### src/rtl/types_pkg.sv
// Shared types and address helper for the DRAM store arbiter.
// Optional feature macro: DRAMSTORE_ARB_PERF_EN (perf counters on the top).
package types_pkg;

    localparam logic [31:0] STRIDE = 32'h0000_0100;

    typedef struct packed {
        logic [31:0] addr;
        logic [1:0]  rsvd;
        logic [1:0]  row;
        logic [63:0] data;
    } dramstore_rec_t;

    typedef enum logic {
        IDLE = 1'b0,
        BUSY = 1'b1
    } dsarb_state_t;

    // Strided row address; product and sum deliberately wrap at 32 bits.
    function automatic logic [31:0] calc_store_addr(input logic [31:0] base,
                                                    input logic [1:0]  row);
        return base + (STRIDE * {30'd0, row});
    endfunction

endpackage

### src/rtl/dramstore_arbiter_if.sv
// FIFO-side and store-port signals of the DRAM store arbiter.
// master = arbiter side, slave = FIFOs/memory side.
interface dramstore_arbiter_if #(
    parameter int ADDR_W = 32,
    parameter int DATA_W = 64,
    parameter int REC_W  = 100
);
    logic [3:0]             fifo_empty;
    logic [3:0][REC_W-1:0]  fifo_rdata;
    logic [3:0]             fifo_REN;
    logic                   sStore_hit;
    logic                   sStore;
    logic [ADDR_W-1:0]      store_addr;
    logic [DATA_W-1:0]      store_data;

    modport master (
        input  fifo_empty, fifo_rdata, sStore_hit,
        output fifo_REN, sStore, store_addr, store_data
    );

    modport slave (
        output fifo_empty, fifo_rdata, sStore_hit,
        input  fifo_REN, sStore, store_addr, store_data
    );
endinterface

### src/rtl/rr_arbiter4.sv
// Combinational 4-way round-robin grant: first set request at or above ptr,
// wrapping 3 -> 0.
module rr_arbiter4 (
    input  logic [3:0] req,
    input  logic [1:0] ptr,
    output logic [3:0] gnt_onehot,
    output logic [1:0] gnt_idx,
    output logic       any
);
    logic [3:0] rot_s;
    logic [1:0] off_s;

    // Rotate requests so that the pointer position lands at bit 0.
    always_comb begin
        rot_s = req;
        case (ptr)
            2'd0:    rot_s = req;
            2'd1:    rot_s = {req[0],   req[3:1]};
            2'd2:    rot_s = {req[1:0], req[3:2]};
            2'd3:    rot_s = {req[2:0], req[3]};
            default: rot_s = req;
        endcase
    end

    // Priority-encode the rotated vector into an offset from the pointer.
    always_comb begin
        off_s = 2'd0;
        casez (rot_s)
            4'b???1: off_s = 2'd0;
            4'b??10: off_s = 2'd1;
            4'b?100: off_s = 2'd2;
            4'b1000: off_s = 2'd3;
            default: off_s = 2'd0;
        endcase
    end

    assign any        = |req;
    assign gnt_idx    = ptr + off_s;
    assign gnt_onehot = any ? (4'b0001 << gnt_idx) : 4'b0000;

endmodule

### src/rtl/dramstore_arbiter.sv
// Round-robin, one-outstanding store sequencer draining four DRAM store FIFOs.
// Define DRAMSTORE_ARB_PERF_EN to add perf_stores / perf_stall counters.
module dramstore_arbiter
    import types_pkg::*;
#(
    parameter int ADDR_W = 32,
    parameter int DATA_W = 64,
    parameter int REC_W  = 100
) (
    input  logic                CLK,
    input  logic                nRST,
    dramstore_arbiter_if.master bus
`ifdef DRAMSTORE_ARB_PERF_EN
    ,
    output logic [31:0]         perf_stores,
    output logic [31:0]         perf_stall
`endif
);

    dsarb_state_t       state_r, state_nxt_s;
    logic [1:0]         rr_ptr_r, rr_ptr_nxt_s, last_grant_r, ptr_sel_s;
    logic               sstore_r, pop_s;
    logic [ADDR_W-1:0]  store_addr_r;
    logic [DATA_W-1:0]  store_data_r;
    logic [3:0]         gnt_onehot_s;
    logic [1:0]         gnt_idx_s;
    logic               gnt_any_s;
    logic [REC_W-1:0]   rec_raw_s;
    dramstore_rec_t     rec_s;
    logic               unused_rsvd_s;

    // On a retiring store the next grant already searches from last_grant+1.
    assign ptr_sel_s = (state_r == BUSY && bus.sStore_hit) ? (last_grant_r + 2'd1) : rr_ptr_r;

    rr_arbiter4 u_rr (
        .req        (~bus.fifo_empty),
        .ptr        (ptr_sel_s),
        .gnt_onehot (gnt_onehot_s),
        .gnt_idx    (gnt_idx_s),
        .any        (gnt_any_s)
    );

    assign rec_raw_s     = bus.fifo_rdata[gnt_idx_s];
    assign rec_s         = dramstore_rec_t'(rec_raw_s);
    assign unused_rsvd_s = ^rec_s.rsvd;

    // Next-state, pointer update and pop decision.
    always_comb begin
        state_nxt_s  = state_r;
        rr_ptr_nxt_s = rr_ptr_r;
        pop_s        = 1'b0;
        case (state_r)
            IDLE: begin
                if (gnt_any_s) begin
                    pop_s       = 1'b1;
                    state_nxt_s = BUSY;
                end else begin
                    state_nxt_s = IDLE;
                end
            end
            BUSY: begin
                if (bus.sStore_hit) begin
                    rr_ptr_nxt_s = ptr_sel_s;
                    if (gnt_any_s) begin
                        pop_s       = 1'b1;
                        state_nxt_s = BUSY;
                    end else begin
                        state_nxt_s = IDLE;
                    end
                end else begin
                    state_nxt_s = BUSY;
                end
            end
            default: state_nxt_s = IDLE;
        endcase
    end

    // Pops are suppressed while reset is asserted so no record is lost then.
    assign bus.fifo_REN = (pop_s && nRST) ? gnt_onehot_s : 4'b0000;

    // FSM, pointer and latched store registers.
    always_ff @(posedge CLK or negedge nRST) begin
        if (!nRST) begin
            state_r      <= IDLE;
            rr_ptr_r     <= 2'd0;
            last_grant_r <= 2'd0;
            sstore_r     <= 1'b0;
            store_addr_r <= {ADDR_W{1'b0}};
            store_data_r <= {DATA_W{1'b0}};
        end else begin
            state_r  <= state_nxt_s;
            rr_ptr_r <= rr_ptr_nxt_s;
            sstore_r <= (state_nxt_s == BUSY);
            if (pop_s) begin
                last_grant_r <= gnt_idx_s;
                store_addr_r <= ADDR_W'(calc_store_addr(rec_s.addr, rec_s.row));
                store_data_r <= DATA_W'(rec_s.data);
            end
        end
    end

    assign bus.sStore     = sstore_r;
    assign bus.store_addr = store_addr_r;
    assign bus.store_data = store_data_r;

`ifdef DRAMSTORE_ARB_PERF_EN
    logic [31:0] perf_stores_r, perf_stall_r;

    // Retired-store and stalled-cycle counters, wrapping at 2^32.
    always_ff @(posedge CLK or negedge nRST) begin
        if (!nRST) begin
            perf_stores_r <= 32'd0;
            perf_stall_r  <= 32'd0;
        end else if (state_r == BUSY) begin
            if (bus.sStore_hit) begin
                perf_stores_r <= perf_stores_r + 32'd1;
            end else begin
                perf_stall_r  <= perf_stall_r + 32'd1;
            end
        end
    end

    assign perf_stores = perf_stores_r;
    assign perf_stall  = perf_stall_r;
`endif

endmodule

### src/flat_wrapper.sv
// flat-port wrapper written by rule: the top's interface ports become plain ports
module dramstore_arbiter_flat import types_pkg::*;
#(
    parameter int ADDR_W = 32,
    parameter int DATA_W = 64,
    parameter int REC_W  = 100
)
  (CLK, nRST, bus_fifo_empty, bus_fifo_rdata, bus_sStore_hit, bus_fifo_REN, bus_sStore, bus_store_addr, bus_store_data);
  dramstore_arbiter_if #(.ADDR_W(ADDR_W), .DATA_W(DATA_W), .REC_W(REC_W)) bus_i ();
  input  logic CLK;
  input  logic nRST;
  input wire logic [$bits(bus_i.fifo_empty)-1:0] bus_fifo_empty;
  input wire logic [$bits(bus_i.fifo_rdata)-1:0] bus_fifo_rdata;
  input wire logic [$bits(bus_i.sStore_hit)-1:0] bus_sStore_hit;
  output wire logic [$bits(bus_i.fifo_REN)-1:0] bus_fifo_REN;
  output wire logic [$bits(bus_i.sStore)-1:0] bus_sStore;
  output wire logic [$bits(bus_i.store_addr)-1:0] bus_store_addr;
  output wire logic [$bits(bus_i.store_data)-1:0] bus_store_data;
  assign bus_i.fifo_empty = bus_fifo_empty;
  assign bus_i.fifo_rdata = bus_fifo_rdata;
  assign bus_i.sStore_hit = bus_sStore_hit;
  assign bus_fifo_REN = bus_i.fifo_REN;
  assign bus_sStore = bus_i.sStore;
  assign bus_store_addr = bus_i.store_addr;
  assign bus_store_data = bus_i.store_data;
  dramstore_arbiter #(.ADDR_W(ADDR_W), .DATA_W(DATA_W), .REC_W(REC_W)) u_core (.CLK(CLK), .nRST(nRST), .bus(bus_i));
endmodule
### config.mk
export PLATFORM = sky130hd
export DESIGN_NAME = dramstore_arbiter_flat
export DESIGN_NICKNAME = d
export VERILOG_FILES = /design/src/rtl/types_pkg.sv /design/src/rtl/dramstore_arbiter_if.sv /design/src/rtl/rr_arbiter4.sv /design/src/rtl/dramstore_arbiter.sv /design/src/flat_wrapper.sv
export SDC_FILE = /design/constraint.sdc
export NUM_CORES = 1
export LEC_CHECK = 0
export CAP_MARGIN = 10
export CORE_AREA = 2 2 196 198
export DETAILED_ROUTE_END_ITERATION = 6
export DIE_AREA = 0 0 198 200
export GPL_TIMING_DRIVEN = 1
export PLACE_DENSITY = 0.52
export RECOVER_POWER = 50
export SYNTH_ARGS = -nofsm -noshare
export SYNTH_HDL_FRONTEND = slang
export SYNTH_SLANG_ARGS = --single-unit
### constraint.sdc
create_clock -name CLK -period 4.7 [get_ports CLK]
set_clock_uncertainty 0.2 [all_clocks]
set_input_delay 0.94 -clock CLK [delete_from_list [all_inputs] [get_ports CLK]]
set_output_delay 0.94 -clock CLK [all_outputs]
set_load 0.02 [all_outputs]
* After elaboration in Yosys (flattened, before gate mapping)
Index checks and enable logic that the tools add are counted. Widths: inputs -> output; s select.
Storage, ports and cells: output and inout port bits 101, register bits after elaboration 101
Cells by class: reduce and logical (&&, ||, !) cells 5, shift operators 1, equal/unequal tests 6, add/subtract/negate cells 3, order comparisons 1, bitwise operators 2, multiplexer cells 12
Operators by type and width (count):
- $bmux 100 s2 | 1
- $mux 100 | 1
- $add 32x10->32 | 1
- $pmux 4 s4 | 1
- $mux 4 | 2
- $eq 2x2->1 const B | 3
- $pmux 2 s3 | 1
- $eq 4x4->1 const B | 1
- $not 4->4 | 1
- $pmux 1 s2 | 2
- $reduce_or 4->1 | 1
- $shl 1x2->4 const A | 1
- $eq 3x3->1 const B | 1
- $lt 2x3->1 const B | 1
- $mux 1 | 3
- $add 2x1->2 const B | 1
- $add 2x2->2 | 1
- $eq 2x1->1 const B | 1
- $logic_and 1x1->1 | 2
- $logic_not 2->1 | 1
- $mux 2 | 1
- $reduce_and 2->1 | 1
- $not 1->1 | 1

* Longest topological paths before layout
Gate-level depths: netlist (run 1).
depth in word-level cells 10, mapped depth 21

* Cells and area by module
Synthesis (run 1) repeated with hierarchy kept, for this count alone.
Second synthesis, totals: cells, all modules 660, area, all modules 7074.3 µm²
By module, submodules not included:
- dramstore_arbiter | area each 6762.7 µm², seq. area each 2527.4 µm², times used 1, cells an instance 619
- rr_arbiter4 | area each 311.5 µm², seq. area each 0.0 µm², times used 1, cells an instance 41

* Worst setup path after synthesis (run 1)
OpenSTA, ideal clock, no wires.
path type input-to-reg, start point input port bus_sStore_hit, end point register u_core.store_addr_r[25], in the netlist u_core.bus.store_addr[25], setup slack -0.873 ns, data arrival time 5.249 ns, required time 4.376 ns, stages on the path 20, buffers on the path 5, path through and2_1 > buf_2 > a21oi_2 > nor3_1 > a211oi_1 > a21oi_1 > ha_1 > xnor2_1 > xnor2_4 > buf_12 > buf_6 > buf_2 > buf_2 > mux4_2 > ha_1 > a21o_1 > nand4_1 > nor4_4 > mux2i_1 > a211o_1
On the way: cells in the longest elaborated chain, start to end 10
Ends and longest elaborated chain:
- start: declaration | RTL line flat_wrapper.sv:14 | input wire logic [$bits(bus_i.sStore_hit)-1:0] bus_sStore_hit;
- $logic_and 1x1->1 | RTL line dramstore_arbiter.sv:33 | assign ptr_sel_s = (state_r == BUSY && bus.sStore_hit) ? (last_grant_r + 2'd1) : rr_ptr_r;
- $mux 2 | RTL line dramstore_arbiter.sv:33
- $eq 2x2->1 (tied with other cells) | RTL line rr_arbiter4.sv:16 | case (ptr)
- $pmux 4 s4 | RTL line rr_arbiter4.sv:16
- $eq 4x4->1 (tied with other cells) | RTL line rr_arbiter4.sv:28 | casez (rot_s)
- $pmux 2 s3 | RTL line rr_arbiter4.sv:28
- $add 2x2->2 | RTL line rr_arbiter4.sv:38 | assign gnt_idx = ptr + off_s;
- $bmux 100 s2 | RTL line dramstore_arbiter.sv:43 | assign rec_raw_s = bus.fifo_rdata[gnt_idx_s];
- $mux 100 (implied by the code) | RTL line dramstore_arbiter.sv:43
- $add 32x10->32 | RTL line types_pkg.sv:22 | return base + (STRIDE * {30'd0, row});
- end signal: assignment | RTL line dramstore_arbiter.sv:88 | store_addr_r <= {ADDR_W{1'b0}};
- end signal: assignment | RTL line dramstore_arbiter.sv:96 | store_addr_r <= ADDR_W'(calc_store_addr(rec_s.addr, rec_s.row));
- end: declaration | RTL line dramstore_arbiter.sv:23 | logic [ADDR_W-1:0] store_addr_r;
Parallel ways exist; a longest one is shown, timed or not. The select of a mux whose other input is x is not followed. A chain may end at the register's enable or synchronous reset.

* Worst setup path in the final report (run 1)
start point input port bus_fifo_empty[3], end point register u_core.store_addr_r[25], in the netlist u_core.bus.store_addr[25]
On the way: cells in the longest elaborated chain, start to end 8
Ends and longest elaborated chain:
- start: declaration | RTL line flat_wrapper.sv:12 | input wire logic [$bits(bus_i.fifo_empty)-1:0] bus_fifo_empty;
- $not 4->4 (*) | RTL line dramstore_arbiter.sv:36 | .req (~bus.fifo_empty),
- $pmux 4 s4 | RTL line rr_arbiter4.sv:16
- $eq 4x4->1 (tied with other cells) | RTL line rr_arbiter4.sv:28
- $pmux 2 s3 | RTL line rr_arbiter4.sv:28
- $add 2x2->2 | RTL line rr_arbiter4.sv:38
- $bmux 100 s2 | RTL line dramstore_arbiter.sv:43
- $mux 100 (implied by the code) | RTL line dramstore_arbiter.sv:43
- $add 32x10->32 | RTL line types_pkg.sv:22
Every way passes the cells marked *; elsewhere a longest branch is shown, timed or not. The select of a mux whose other input is x is not followed.

==> results of run 1 <==
timing repair:
action	4_1_cts	5_1_grt
setup endpoints to repair	29	21
gates resized for setup	8	8
hold buffers	0	0
pin swaps	4	2
setup buffers	2	1
kinds of logic after synthesis:
logic type,share of synthesized area (%)
mux,33.6
simple gates,19.9
buf+inv,3.26
xor+xnor,2.40
compound gates,3.83
flops,36.1
fa+ha+maj,0.823
layout by cell type, fill, tap and decap left out, types with 4 or more instances in the layout:
cell / Yosys / routed
and2_1: 8 / 6
nand4_1: 4 / 4
nor2_1: 9 / 9
clkdlybuf4s50_1: 0 / 446
a22oi_1: 4 / 4
xnor2_1: 13 / 12
dlygate4sd3_1: 0 / 46
dfrtp_1: 101 / 101
o21ai_0: 14 / 13
mux2i_1: 9 / 9
buf_4: 0 / 67
nor3_1: 8 / 7
nor3b_1: 4 / 4
nand2b_1: 4 / 4
clkbuf_1: 28 / 5
nand3_1: 5 / 5
nand2_1: 264 / 263
clkbuf_16: 0 / 9
buf_12: 1 / 5
mux4_2: 91 / 91
mux4_1: 7 / 7
layer usage:
layer	routed length, um	global-route usage, %	share of wire [%]	vias up
met5	0	0	0	-
met4	527	3.62	1.7	0
met3	2530	4.23	8.1	21
met2	16100	28.0	51	311
met1	12200	17.8	39	3443
li1	-	-	-	3408
worst paths after layout:
check,endpoint,start
hold reg to reg,u_core.bus.store_data[40]$_DFFE_PN0P_,u_core.bus.store_data[40]$_DFFE_PN0P_
min in group CLK,u_core.bus.store_data[40]$_DFFE_PN0P_,u_core.bus.store_data[40]$_DFFE_PN0P_
setup / recovery,u_core.bus.store_addr[25]$_DFFE_PN0P_,bus_fifo_empty[3]
hold / removal,u_core.bus.store_data[7]$_DFFE_PN0P_,nRST
max in group asynchronous,u_core.bus.store_data[39]$_DFFE_PN0P_,nRST
setup reg to reg,u_core.bus.store_addr[25]$_DFFE_PN0P_,u_core.last_grant_r[0]$_DFFE_PN0P_
worst max-delay path: cells and delay by family:
family,cells,cell delay (ns)
AOI/OAI and AO/OA,5,0.88
xor gates and xnor gates,2,0.30
adders and majority gates,2,0.47
buffers and inverters,4,0.87
muxes,2,0.59
and+or+nand+nor,3,0.51
power groups by stage:
stage | clock (uW) | sequential [uW] | combinational, uW
final | 793 | 1570 | 8590
after floorplan | 0 | 2070 | 4920
after global routing | 862 | 1630 | 9300
after detailed placement | 0 | 1600 | 8760
after global placement | 0 | 1590 | 8710
after CTS | 840 | 1590 | 8850
metrics by stage:
stage                     util, %  instance area [um^2]  hold slack (ns)  total power, uW  setup TNS, ns
after floorplan                 -                  7060            0.270             6980          -4.92
after global placement       35.0                 13100            0.258            10300         -22.08
after detailed placement     35.0                 13100            0.262            10400         -28.53
after CTS                    35.8                 13400            0.158            11300              0
after global routing         35.9                 13400            0.244            11800              0
final                        35.9                 13400            0.244            10900              0
state kept, by name, indices dropped and copies added, names as in the netlist:
signal,count
u_core.bus.store_data,64
u_core.state_r,1
u_core.last_grant_r,2
u_core.bus.store_addr,32
u_core.rr_ptr_r,2
layout make-up:
class	count	share of cell area (%)
Multi-Input combinational cell	492	32.2
Clock buffer	11	1.73
Timing Repair Buffer	576	41.9
Clock inverter	5	0.457
Inverter	3	0.0839
Antenna cell	3	0.0560
Sequential cell	101	18.8
Tap cell	511	4.77
==> impl_metrics.json, run 1 <==
{
  "outcome": "finished with violations",
  "violations": "capacitance limit, slew limit",
  "seqPwrFrac_pct": 14.3,
  "grt_max_degree": 74,
  "rows": 71,
  "grt_first_pass_wirelength_mm": 45.5,
  "p_int_uw": 6340,
  "start_util_pct": 18.7,
  "synth.ff_latch_count": 101,
  "syn_area_um2": 6990,
  "critical-path-max-stage-delay_ns": 0.52,
  "arrival_ns": 4.58,
  "ir_drop_mv": 0.359,
  "syn_nets": 1055,
  "crit_chain": "clkdlybuf4s50_1, inv_1, a211o_1, nor2_1, a21oi_1, a21oi_2, ha_4, xnor2_4, xnor2_4, buf_6, mux4_2, ha_1, a21o_1, nand4_1, nor4_4, buf_6, mux2i_1, a211o_1",
  "dp.cells": 1680,
  "antenna_found_initial": 3,
  "io_buffers": 499,
  "die_area_um2": 39600,
  "insertion_delay_ns": 0.35,
  "syn2layout_area_growth_pct": 91.9,
  "yosysUniqueCellTypes": 50,
  "yosys.area.top_type": "dfrtp_1",
  "cts.clk_slew.worst_paths_ns": 0.08,
  "multi_input_area_um2": 4310,
  "vias": 7183,
  "htreeDepth": 3,
  "final_cell_count_no_fill": 1702,
  "max_freq_ghz": 0.220,
  "numCtsBuffers": 9,
  "hold_viol_final": 0,
  "io_pins": 508,
  "p_comb_share_pct": 78.4,
  "seq_area_um2": 2530,
  "nets": 1594,
  "finalCriticalPeriod_ns": 4.54,
  "rsz0062_at_grt": "false",
  "setup_violations": 0,
  "clockPowerShare_pct": 7.2,
  "gp_congestion": 0.757,
  "start_kind": "input port",
  "fillCellCount": 3779,
  "cts_root_buffer": "clkbuf_16",
  "min_period_over_period_pct": 96.7,
  "dp_hpwl_mm": 26.1,
  "power_switching_uw": 4610,
  "max_cap_violations": 2,
  "yosys.area.top_type_share_pct": 36.1,
  "die_x_um": 198,
  "slew_violations": 102,
  "drc_errors": 0,
  "powerDensity_nw_per_um2": 816,
  "setup_ws_ns": 0.156,
  "cts_tree": "yes",
  "drtIter0Drc": 217,
  "leakagePower_uw": 0.00550,
  "synthArstFlopShare_pct": 100,
  "worstSetupEndpointType": "flip-flop",
  "drive_above_1_share_pct": 17.0,
  "syn_inst": 644,
  "seq_area_frac_synth_pct": 36.1,
  "crit_type": "input port to flip-flop",
  "crit_fanout": 5,
  "avgSynthCellArea_um2": 10.9,
  "avgViaCountPerCell": 4.22,
  "core_um2": 37400,
  "yosys_most_used_dff": "dfrtp_1",
  "cp_data_required_time_ns": 4.73,
  "slowest_stage": "mux4_2",
  "wl_mm": 31.4,
  "grt_pass1_vias": 7704,
  "gr-usage-all-layers_pct": 15.3,
  "firstDrtPassIters": 5,
  "slew_headroom_pct": -47.5,
  "reg2reg_slack_ns": 0.36,
  "tightest_slew_ns": 2.21,
  "grt-ovfl-total": 0,
  "cts_num_sinks": 101,
  "min_path_type": "input port to async pin",
  "antenna_left": 0,
  "synth.area.top_cells": "dfrtp_1, mux4_2, nand2_1",
  "synth_edf_count": 0,
  "synthMostInstantiatedCell": "nand2_1",
  "die_h_um": 200,
  "clock_path_buffers": 2,
  "ys_warn_count": 0,
  "post-place-ws_ns": -0.696,
  "yosys-top-cells-count": "nand2_1, dfrtp_1, mux4_2",
  "drt-wirelength-per-cell_um": 18.4,
  "switching_share_pct": 42.1,
  "r2r_cells": 18
}
Power figures use the tool's default switching activity.
==> run 2: changes to the inputs <==
--- a/config.mk
+++ b/config.mk
@@ -6,11 +6,11 @@
 export NUM_CORES = 1
 export LEC_CHECK = 0
 export CAP_MARGIN = 10
-export CORE_AREA = 2 2 196 198
+export CORE_AREA = 2 2 197 199
 export DETAILED_ROUTE_END_ITERATION = 6
-export DIE_AREA = 0 0 198 200
+export DIE_AREA = 0 0 199 201
 export GPL_TIMING_DRIVEN = 1
-export PLACE_DENSITY = 0.52
+export PLACE_DENSITY = 0.5
 export RECOVER_POWER = 50
 export SYNTH_ARGS = -nofsm -noshare
 export SYNTH_HDL_FRONTEND = slang
==> constraint.sdc (replaced) <==
create_clock -name CLK -period 5.84 [get_ports CLK]
set_clock_uncertainty 0.2 [all_clocks]
set_input_delay 1.168 -clock CLK [delete_from_list [all_inputs] [get_ports CLK]]
set_output_delay 1.168 -clock CLK [all_outputs]
set_load 0.1 [all_outputs]
==> run 2 against run 1 <==
The flow still finishes with violations (capacitance limit, slew limit). Final cell count down 3.2%. Register-to-register slack better by 0.97 ns. Flip-flop and latch count unchanged. Count of clock-buffer cells in the layout unchanged. Setup slack better by 0.094 ns. Via count down 4.3%. First-iteration DRC count up 26%.
==> impl_metrics.json, run 2 (synthesis gave the netlist of run 1 again) <==
{
  "slew_violations": 106,
  "cts_root_buffer": "clkbuf_16",
  "crit_chain": "clkdlybuf4s50_1, and2_1, buf_4, a211o_1, nor2_1, a21oi_1, a21oi_1, ha_4, xnor2_2, xnor2_4, buf_4, buf_4, nor3b_2, buf_12",
  "cts_num_sinks": 101,
  "max_cap_violations": 2,
  "start_kind": "input port",
  "core_um2": 38100,
  "worstSetupEndpointType": "output pin",
  "crit_fanout": 11,
  "min_path_type": "flip-flop to flip-flop",
  "syn2layout_area_growth_pct": 85.7,
  "drtIter0Drc": 273,
  "finalCriticalPeriod_ns": 5.59,
  "largest_reg_flops": 64,
  "antenna_left": 0,
  "clock_path_buffers": 2,
  "cp_data_required_time_ns": 4.47,
  "io_buffers": 499,
  "htreeDepth": 3,
  "cts_tree": "yes",
  "antenna_cells": 0,
  "drc_errors": 0,
  "io_pins": 508,
  "grt_first_pass_wirelength_mm": 44.5,
  "gr-usage-all-layers_pct": 14.9,
  "die_area_um2": 40000,
  "place_area_um2": 12700,
  "grt_pass1_vias": 7349,
  "fin_area_um2": 13000,
  "setup_tns_ns": 0,
  "arrival_ns": 4.22,
  "wl_mm": 30.2,
  "postCtsSetupBuffers": 0,
  "min_period_over_period_pct": 95.7,
  "path_delay_family": "buffers and inverters",
  "die_x_um": 199,
  "routed.top_layer": "met4",
  "drt-wirelength-per-cell_um": 18.4,
  "cts.clk_slew.worst_paths_ns": 0.07,
  "fin_hold_ws_ns": 0.267,
  "dp_hpwl_mm": 24.6,
  "wl_met1_mm": 12.0,
  "wl_met3_mm": 2.07,
  "rsz0062_at_grt": "false",
  "cts.repair.resized": 0,
  "tightest_slew_ns": 2.05,
  "max_freq_ghz": 0.179,
  "critical-path-max-stage-delay_ns": 0.50,
  "final_cell_mix": "clkdlybuf4s50_1, nand2_1, dfrtp_1, mux4_2, dlygate4sd3_1",
  "grt_max_degree": 81,
  "avgViaCountPerCell": 4.17,
  "insertion_delay_ns": 0.35,
  "dr_wl_met2_mm": 15.8,
  "firstDrtPassIters": 4,
  "die_h_um": 201,
  "setup_violations": 0,
  "cts_hold_buffers": 0,
  "grt-ovfl-total": 0,
  "rows": 72,
  "antenna_found_initial": 0,
  "layout_commonest_cell": "clkdlybuf4s50_1",
  "violations": "capacitance limit, slew limit",
  "gp_congestion": 0.751,
  "start_util_pct": 18.3,
  "numCtsBuffers": 9,
  "vias": 6875,
  "outcome": "finished with violations",
  "slowest_stage": "clkdlybuf4s50_1",
  "path_common_cell": "buf_4",
  "crit_buf_inv": 5,
  "nets": 1536,
  "slew_headroom_pct": -36.6,
  "drive_above_1_share_pct": 12.9,
  "hold_viol_final": 0,
  "crit_type": "input port to output pin"
}
run 2: changes by cell type in the layout (fill, tap and decap cells not counted), moves of 2 or more:
cell / change
buf_4: -52
diode_2: -3
dlygate4sd2_1: -3
a21oi_1: +2
buf_12: +2
buf_6: -2
clkinvlp_4: -2
dlymetal6s2s_1: -2
run 2: through the flow:
| step | utilization (%) | worst slack [ns] | std cells |
|---|---|---|---|
| floorplan | - | -0.327 | 644 |
| global placement | 33.3 | -0.102 | 1632 |
| detailed placement | 33.3 | -0.143 | 1632 |
| CTS | 34.1 | 0.135 | 1648 |
| global route | 34.1 | 0.0297 | 1648 |
| finish | 34.1 | 0.250 | 1648 |
run 2: worst paths after layout:
kind                                                  startpoint                               endpoint  slack (ns)  cells past startpoint
max                                               bus_sStore_hit                        bus_fifo_REN[0]        0.25                     14
min                        u_core.bus.store_data[27]$_DFFE_PN0P_  u_core.bus.store_data[27]$_DFFE_PN0P_        0.27                      2
max reg2reg                   u_core.last_grant_r[0]$_DFFE_PN0P_  u_core.bus.store_addr[25]$_DFFE_PN0P_        1.33                     16
min reg2reg                u_core.bus.store_data[27]$_DFFE_PN0P_  u_core.bus.store_data[27]$_DFFE_PN0P_        0.27                      2
max in group asynchronous                                   nRST  u_core.bus.store_data[45]$_DFFE_PN0P_        1.51                      2
min in group asynchronous                                   nRST  u_core.bus.store_data[59]$_DFFE_PN0P_        1.19                      1
run 2: metal layers:
layer  up-vias  GRT usage [%]
met1      3319           17.1
li1       3281              -
met2       259           27.4
met3        16           3.80
met5         -              0
met4         0           3.49
run 2: area by class of cell:
| cell class | count | area [um^2] |
|---|---|---|
| fill | 3948 | 25100 |
| timing repair buffer | 518 | 5200 |
| multi-input combinational | 492 | 4280 |
| sequential | 101 | 2530 |
| tap | 518 | 648 |
| clock buffer | 11 | 233 |
| clock inverter | 5 | 85.1 |
| inverter | 3 | 11.3 |
run 2: tightest hold or removal path, cell delays in order (launching register included):
cell and delay (ns):
dfrtp_1 0.34, nand2_1 0.05, nand2_1 0.05
Power of run 2 is not shown: default switching activity piles up to over one toggle a cycle in this logic, so the estimate is an artifact.
==> run 3: changes to the inputs <==
--- a/config.mk
+++ b/config.mk
@@ -5,6 +5,7 @@
 export SDC_FILE = /design/constraint.sdc
 export NUM_CORES = 1
 export LEC_CHECK = 0
+export ABC_CLOCK_PERIOD_IN_PS = 5840
 export CAP_MARGIN = 10
 export CORE_AREA = 2 2 197 199
 export DETAILED_ROUTE_END_ITERATION = 6
@@ -12,6 +13,7 @@
 export GPL_TIMING_DRIVEN = 1
 export PLACE_DENSITY = 0.5
 export RECOVER_POWER = 50
+export REMOVE_ABC_BUFFERS = 1
 export SYNTH_ARGS = -nofsm -noshare
 export SYNTH_HDL_FRONTEND = slang
 export SYNTH_SLANG_ARGS = --single-unit
==> run 3 against run 2 <==
The flow still finishes with violations (capacitance limit, slew limit). Hold slack better by 0.0011 ns. Register-to-register slack worse by 0.20 ns. Final area fell by 0.11%. Setup slack better by 0.039 ns. Count of clock-buffer cells in the layout decreased by 2. Non-clock buffer count up 5. Global-route usage up 0.41 points. First-iteration DRC count increased by 1.5%. Core utilization about the same. Critical path depth is the same. Highest routed layer is now met5.
==> impl_metrics.json, run 3 (synthesis gave the netlist of run 1 again) <==
{
  "path_common_cell": "buf_12",
  "slew_headroom_pct": -144,
  "hold_viol_final": 0,
  "cts.clk_slew.worst_paths_ns": 0.07,
  "final_cell_mix": "clkdlybuf4s50_1, nand2_1, dfrtp_1, mux4_2, dlygate4sd3_1",
  "htreeDepth": 3,
  "layout_commonest_cell": "clkdlybuf4s50_1",
  "min_period_over_period_pct": 95.1,
  "clock_path_buffers": 2,
  "slew_violations": 102,
  "min_path_type": "flip-flop to flip-flop",
  "outcome": "finished with violations",
  "gp_congestion": 0.844,
  "setup.worst_path.start": "bus_sStore_hit",
  "fillCellCount": 3879,
  "vias": 6947,
  "cts_hold_buffers": 0,
  "worstSetupEndpointType": "output pin",
  "cts_tree": "yes",
  "rsz0062_at_grt": "false",
  "cp_data_required_time_ns": 4.47,
  "insertion_delay_ns": 0.35,
  "cts.repair.resized": 0,
  "max_freq_ghz": 0.180,
  "avgViaCountPerCell": 4.21,
  "io_buffers": 499,
  "crit_chain": "clkdlybuf4s50_1, and2_0, a21oi_2, nor2_1, o22ai_1, a211oi_1, a21oi_1, ha_4, xnor2_1, xnor2_4, buf_12, buf_4, nor3_1, buf_12",
  "setup_tns_ns": 0,
  "max_cap_violations": 2,
  "firstDrtPassIters": 4,
  "numCtsBuffers": 9,
  "violations": "capacitance limit, slew limit",
  "die_h_um": 201,
  "start_kind": "input port",
  "antenna_left": 0,
  "setup_violations": 0,
  "die_area_um2": 40000,
  "arrival_ns": 4.18,
  "hp-start": "u_core.bus.store_data[37]$_DFFE_PN0P_",
  "cts_num_sinks": 101,
  "die_x_um": 199,
  "critical-path-max-stage-delay_ns": 0.49,
  "cts_root_buffer": "clkbuf_16",
  "drtIter0Drc": 277,
  "rows": 72,
  "finalCriticalPeriod_ns": 5.55,
  "start_util_pct": 18.3,
  "antenna_cells": 0,
  "crit_fanout": 11,
  "grt_max_degree": 74,
  "nets": 1541,
  "grt_first_pass_wirelength_mm": 45.8,
  "dp_hpwl_mm": 25.4,
  "gr-usage-all-layers_pct": 15.3,
  "slowest_stage": "clkdlybuf4s50_1",
  "grt-ovfl-total": 0,
  "postCtsSetupBuffers": 0,
  "syn2layout_area_growth_pct": 85.5,
  "wl_mm": 30.8,
  "antenna_found_initial": 1,
  "tightest_slew_ns": 3.66,
  "drt-wirelength-per-cell_um": 18.6,
  "drc_errors": 0,
  "drive_above_1_share_pct": 12.8,
  "crit_type": "input port to output pin",
  "r2r-start": "u_core.last_grant_r[0]$_DFFE_PN0P_",
  "multi_input_area_um2": 4260,
  "io_pins": 508,
  "seq_area_um2": 2530,
  "largest_reg_flops": 64,
  "core_um2": 38100,
  "grt_pass1_vias": 7367
}
[run 3: layout make-up]
class | instances | share of cell area, %
Clock inverter | 6 | 0.675
Tap cell | 518 | 5.00
Sequential cell | 101 | 19.5
Timing Repair Buffer | 523 | 40.2
Clock buffer | 9 | 1.74
Inverter | 3 | 0.0868
Multi-Input combinational cell | 492 | 32.8
[run 3: worst paths after layout]
path / end / slack (ns) / depth (start not counted)
worst max-delay path: bus_fifo_REN[2] / 0.29 / 14
worst min-delay path: u_core.bus.store_data[37]$_DFFE_PN0P_ / 0.27 / 2
worst max register to register: u_core.bus.store_addr[30]$_DFFE_PN0P_ / 1.13 / 17
worst min register to register: u_core.bus.store_data[37]$_DFFE_PN0P_ / 0.27 / 2
max in group asynchronous: u_core.bus.store_data[63]$_DFFE_PN0P_ / 1.12 / 2
min in group asynchronous: u_core.bus.store_addr[8]$_DFFE_PN0P_ / 0.49 / 1
[run 3: metal layers]
layer	wire, um	vias to the layer above	global-route usage (%)	share of wire, %
li1	-	3303	-	-
met1	11900	3347	17.9	39
met2	15800	266	27.2	51
met3	2440	29	4.02	7.9
met4	646	2	4.29	2.1
met5	12	-	0	0.039
[run 3: metrics by stage]
stage          setup slack [ns]  util (%)  instances  hold slack, ns  cell area [um^2]
2_1_floorplan             -3.04         -        596           0.270              6780
6_report                  0.289      34.0       1652           0.268             13000
3_3_place_gp            0.00283      33.3       1637           0.256             12700
3_5_place_dp            -0.0119      33.3       1637           0.261             12700
4_1_cts                   0.260      34.1       1652           0.280             13000
5_1_grt                   0.112      34.0       1652           0.288             13000
[run 3: critical path: cells and delay by family]
| kind | cells | cell delay [ns] |
|---|---|---|
| buf+inv | 4 | 1.11 |
| simple gates | 3 | 0.63 |
| xor+xnor | 2 | 0.56 |
| compound gates | 4 | 0.51 |
| fa+ha+maj | 1 | 0.18 |
Power of run 3 is left out for the same reason.
